**src/rtl/cntr8_ud_if.sv**
```systemverilog
// cntr8_ud_if: command/status bundle for the cntr8_ud up/down counter.
// master drives load/inc/dec/d_in and observes the counter outputs;
// slave is the counter side (receives commands, drives o_cnt/o_state/o_co/o_bo).
interface cntr8_ud_if;
    logic       load;
    logic       inc;
    logic       dec;
    logic [7:0] d_in;
    logic [7:0] o_cnt;
    logic [2:0] o_state;
    logic       o_co;
    logic       o_bo;

    modport master (
        output load, inc, dec, d_in,
        input  o_cnt, o_state, o_co, o_bo
    );

    modport slave (
        input  load, inc, dec, d_in,
        output o_cnt, o_state, o_co, o_bo
    );
endinterface

```
**src/rtl/cntr8_ud.sv**
```systemverilog
// cntr8_ud: 8-bit loadable up/down counter with registered FSM state and
// one-cycle carry/borrow pulses; STEP sets the per-event increment (1..255).
// Ports: clk, reset (sync, active-high), bus (cntr8_ud_if.slave):
//   load/inc/dec/d_in commands in; o_cnt/o_state/o_co/o_bo registered out.
// Build option: define CNTR8_SAT_EN to clip at 8'hFF / 8'h00 instead of wrapping.
module cntr8_ud #(
    parameter logic [7:0] STEP = 8'd1
) (
    input  logic        clk,
    input  logic        reset,
    cntr8_ud_if.slave   bus
);

    typedef enum logic [2:0] {
        IDLE = 3'b000,
        LOAD = 3'b001,
        INC  = 3'b010,
        DEC  = 3'b011,
        HOLD = 3'b100
    } state_t;

    state_t     state;
    logic [7:0] cnt;
    logic       co;
    logic       bo;

    // Priority-resolved commands; exactly one is true every cycle.
    logic cmd_load;
    logic cmd_hold;
    logic cmd_inc;
    logic cmd_dec;
    logic cmd_idle;

    always_comb begin
        cmd_load = bus.load;
        cmd_hold = !bus.load && bus.inc && bus.dec;
        cmd_inc  = !bus.load && bus.inc && !bus.dec;
        cmd_dec  = !bus.load && !bus.inc && bus.dec;
        cmd_idle = !bus.load && !bus.inc && !bus.dec;
    end

    // One shared adder: subtraction adds ~STEP with carry-in 1,
    // so a missing carry-out means the subtraction borrowed.
    logic [7:0] operand;
    logic       cin;
    logic [8:0] sum;
    logic       carry;
    logic       borrow;
    logic [7:0] inc_res;
    logic [7:0] dec_res;

    always_comb begin
        operand = cmd_dec ? ~STEP : STEP;
        cin     = cmd_dec;
        sum     = {1'b0, cnt} + {1'b0, operand} + {8'b0, cin};
        carry   = sum[8];
        borrow  = ~sum[8];
`ifdef CNTR8_SAT_EN
        inc_res = carry  ? 8'hFF : sum[7:0];
        dec_res = borrow ? 8'h00 : sum[7:0];
`else
        inc_res = sum[7:0];
        dec_res = sum[7:0];
`endif
    end

    always_ff @(posedge clk) begin
        if (reset) begin
            state <= IDLE;
            cnt   <= 8'h00;
            co    <= 1'b0;
            bo    <= 1'b0;
        end else begin
            co <= 1'b0;
            bo <= 1'b0;
            unique case (1'b1)
                cmd_load: begin
                    state <= LOAD;
                    cnt   <= bus.d_in;
                end
                cmd_hold: begin
                    state <= HOLD;
                end
                cmd_inc: begin
                    state <= INC;
                    cnt   <= inc_res;
                    co    <= carry;
                end
                cmd_dec: begin
                    state <= DEC;
                    cnt   <= dec_res;
                    bo    <= borrow;
                end
                cmd_idle: begin
                    state <= IDLE;
                end
            endcase
        end
    end

    assign bus.o_cnt   = cnt;
    assign bus.o_state = state;
    assign bus.o_co    = co;
    assign bus.o_bo    = bo;

endmodule

```
**src/flat_wrapper.sv**
```systemverilog
// flat-port wrapper written by rule: the top's interface ports become plain ports
module cntr8_ud_flat 
#(
    parameter logic [7:0] STEP = 8'd1
)
  (clk, reset, bus_load, bus_inc, bus_dec, bus_d_in, bus_o_cnt, bus_o_state, bus_o_co, bus_o_bo);
  cntr8_ud_if bus_i ();
  input  logic clk;
  input  logic reset;
  input wire logic [$bits(bus_i.load)-1:0] bus_load;
  input wire logic [$bits(bus_i.inc)-1:0] bus_inc;
  input wire logic [$bits(bus_i.dec)-1:0] bus_dec;
  input wire logic [$bits(bus_i.d_in)-1:0] bus_d_in;
  output wire logic [$bits(bus_i.o_cnt)-1:0] bus_o_cnt;
  output wire logic [$bits(bus_i.o_state)-1:0] bus_o_state;
  output wire logic [$bits(bus_i.o_co)-1:0] bus_o_co;
  output wire logic [$bits(bus_i.o_bo)-1:0] bus_o_bo;
  assign bus_i.load = bus_load;
  assign bus_i.inc = bus_inc;
  assign bus_i.dec = bus_dec;
  assign bus_i.d_in = bus_d_in;
  assign bus_o_cnt = bus_i.o_cnt;
  assign bus_o_state = bus_i.o_state;
  assign bus_o_co = bus_i.o_co;
  assign bus_o_bo = bus_i.o_bo;
  cntr8_ud #(.STEP(STEP)) u_core (.clk(clk), .reset(reset), .bus(bus_i));
endmodule
```
**config.mk**
```make
export PLATFORM = sky130hd
export DESIGN_NAME = cntr8_ud_flat
export DESIGN_NICKNAME = d
export VERILOG_FILES = /design/src/rtl/cntr8_ud_if.sv /design/src/rtl/cntr8_ud.sv /design/src/flat_wrapper.sv
export SDC_FILE = /design/constraint.sdc
export NUM_CORES = 1
export LEC_CHECK = 0
export CAP_MARGIN = 30
export CORE_ASPECT_RATIO = 0.7
export CORE_MARGIN = 3
export CORE_UTILIZATION = 45
export CTS_CLUSTER_DIAMETER = 80
export DETAILED_ROUTE_END_ITERATION = 12
export GPL_TIMING_DRIVEN = 0
export PLACE_DENSITY = 0.85
export SYNTH_ARGS = -nofsm -noshare
export SYNTH_HDL_FRONTEND = slang
export SYNTH_SLANG_ARGS = --single-unit
```
**constraint.sdc**
```tcl
create_clock -name clk -period 3.6 [get_ports clk]
set_input_delay 0.54 -clock clk [delete_from_list [all_inputs] [get_ports clk]]
set_output_delay 0.54 -clock clk [all_outputs]
set_load 0.005 [all_outputs]
```
==> metrics.md <==
| Metric | Value |
|---|---|
| ANT nets after route | `0` |
| Total wire length | `~2100 um` |
| First-pass GRT wire length | `roughly 3600 um` |
| IO buf count | `21` |
| Core area | `~1700 um2` |
| DR WL/cell | `~14 um` |
| Hold Buf Count CTS | `0` |
| Endpoint class of the critical path | `flip-flop` |
| # clock sinks | `13` |
| Clock Latency Late Sink | `290 ps` |
| Starting Density | `between 50 and 60%` |
| CTS max path bufs | `2` |
| Routability cong. | `between 0.8 and 0.9` |
| Count of final setup violators | `0` |
| Chip height | `42.3 um` |
| Fin crit share | `between 70% and 80%` |
| Area contributors post-synth | `dfxtp_1, nand2_1, mux2i_1` |
| CP Launch Type | `input pin` |
| Layout cells sized above 1 | `11.8%` |
| Syn Inst Count | `102` |
| Critical-path maximum fanout | `10` |
| Initial DRC count | `32` |
| FFs w/ async S/R, synth | `0%` |
| Crit path DAT | `2950 ps` |
| Layout Skew | `between 5 and 6 ps` |
| Yosys warns | `0` |
| Post-Syn Area | `846 um2` |
| Vias in the first global route | `799` |
| Drt first pass iters | `4` |
| Netlist cell types | `44` |
| Max Freq | `361 MHz` |
| # diodes | `0` |
| DIE WIDTH | `just under 60 um` |
| CP required | `between 3000 and 4000 ps` |
| Unrepaired setup endpoints after global routing | `false` |
| Clock tree from TritonCTS | `yes` |
| Clock-pin slew on the worst setup and hold paths | `around 90 ps` |
| Number of flops mapped to enable cells by yosys | `0` |
| Top FF cell, synth | `dfxtp_1` |
| Biggest area consumer among synthesized cells | `dfxtp_1` |
| Max Transition Viols Final | `0` |
| H-tree levels | `1` |
| Slew HR | `56.4%` |
| Number of I/O pins | `26` |
| Yosys top cell area share | `30.8%` |
| Post CTS Setup Buffer Count | `0` |
| Post-Layout Cell Count | `roughly 150` |
| Fin Setup TNS | `0 ps` |
| Synthesis-to-finish area growth | `31.1%` |
| Yosys reg bits | `13` |
| Via density | `approximately 5.8` |
| Least-Margin Pin Slew | `about 650 ps` |
| Cells after DPL | `around 140` |
| DRC Markers | `0` |
| # nets final | `approximately 140` |
| Vias | `between 800 and 900` |
| Syn_area_per_cell | `8.29 um2` |
| PwrDens | `327 nW/um2` |
| Grt ovf | `0` |
| WS Path Type | `input pin to flip-flop` |
| # rows | `12` |
| Max Cap Viol | `0` |
| Status | `complete, no violations` |
| Fillers | `153` |
| Placed wire-length estimate | `between 1500 and 2000 um` |
| Overall Global Routing Usage | `between 10% and 20%` |
| Fin. Hold Viols | `0` |
| Post_cts resized | `0` |
| Syn nets | `approximately 120` |
| Clock root buffer | `clkbuf_4` |
| Worst vdd ir | `0.000240 V` |
| Worst hold path type | `input pin to flip-flop` |
| Die Area | `between 2000 and 2500 um2` |
| Sequential share of the synthesized area | `30.8%` |
| Pin count of the biggest net entering global routing | `11` |
| Fin crit period | `approximately 2800 ps` |
| Leakage power | `approximately 0.44 nW` |
| Clock buffer count from CTS | `3` |
| Initial antenna violation count | `0` |
==> cell usage in the layout, fill, tap and decap left out, types with 2 or more instances in the layout <==
master | netlist | layout
clkdlybuf4s50_1 | 0 | 21
dfxtp_1 | 13 | 13
nand2_1 | 10 | 10
o21ai_0 | 6 | 6
inv_1 | 5 | 5
clkbuf_1 | 3 | 4
nor2_1 | 4 | 4
and3_1 | 4 | 4
xnor2_1 | 3 | 3
a21oi_1 | 3 | 3
a31oi_1 | 3 | 3
nand3_1 | 3 | 3
nand4_1 | 3 | 3
mux2i_1 | 3 | 3
clkbuf_4 | 0 | 3
buf_4 | 2 | 2
xor2_1 | 2 | 2
a311oi_1 | 2 | 2
nor4_1 | 2 | 2
a211oi_1 | 2 | 2
nand2b_1 | 2 | 2
nor3_1 | 2 | 2
ha_1 | 2 | 2
==> where the power goes <==
part,internal [mW],switching [mW]
logic,0.0558,0.0457
registers,0.153,0.0122
clock network,0.0432,0.0527
==> stage by stage <==
step	hold WS (ps)	cell area (um2)	power [mW]	setup slack [ps]	utilization, %
finish	506	1110	0.363	827	65.9
global route	507	1110	0.383	790	65.9
CTS	501	1110	0.364	836	65.9
detailed placement	545	1080	0.269	538	64.4
global placement	542	1080	0.265	568	64.4
floorplan	524	846	0.228	699	-
==> worst paths after layout <==
path / from / to / cells after the start / slack [ps]
worst max-delay path: bus_load / u_core.bus.o_cnt[6] / 9 / 830
worst min-delay path: bus_inc / u_core.bus.o_co / 2 / 510
worst max register to register: u_core.bus.o_cnt[1] / u_core.bus.o_cnt[6] / 7 / 1300
worst min register to register: u_core.bus.o_cnt[5] / u_core.bus.o_cnt[5] / 2 / 570
==> critical path, cell delays in order <==
cell	delay, ps
buf_2	160
or3b_1	350
buf_4	170
xnor2_1	130
ha_1	260
or3b_2	480
or3_1	400
and3_1	180
o311a_1	280
==> layout make-up <==
type	count	area [um2]	share of cell area [%]
clock buffer	4	26.3	2.37
inverter	7	26.3	2.37
multi-input combinational	74	502	45.3
tap	21	26.3	2.37
timing repair buffer	21	210	19.0
buffer	8	57.6	5.19
sequential	13	260	23.5
==> routing by layer <==
layer	wire length [um]	GRT usage [%]
met5	0	0
met4	26	5.56
met3	194	6.77
met2	933	28.8
met1	960	23.7
==> flip-flops by register name (all words and copies together) (netlist names) <==
| register | flops |
|---|---|
| u_core.bus.o_cnt | 8 |
| u_core.bus.o_state | 3 |
| u_core.bus.o_co | 1 |
| u_core.bus.o_bo | 1 |
==> cells in the mapped netlist, drive strengths merged, types with 2 or more instances <==
cell type and number:
inv 6, nand4 3, nor2 4, a21oi 3, buf 5, a31oi 3
nand2 10, dfxtp 13, nand2b 2, xor2 2, ha 2, a211oi 2
and3 4, o21ai 6, or3b 2, nor4 2, xnor2 3, clkbuf 3
and4 2, a311oi 2, or3 2, or4 3, mux2i 3, nand3 3
nor3 2
==> cell families after synthesis <==
family          synth area share [%]
simple gates                    27.5
mux                             3.55
buf+inv                         9.91
flops                           30.8
compound gates                  20.1
fa+ha+maj                       2.96
xor+xnor                        5.18
Power figures use the tool's default switching activity.
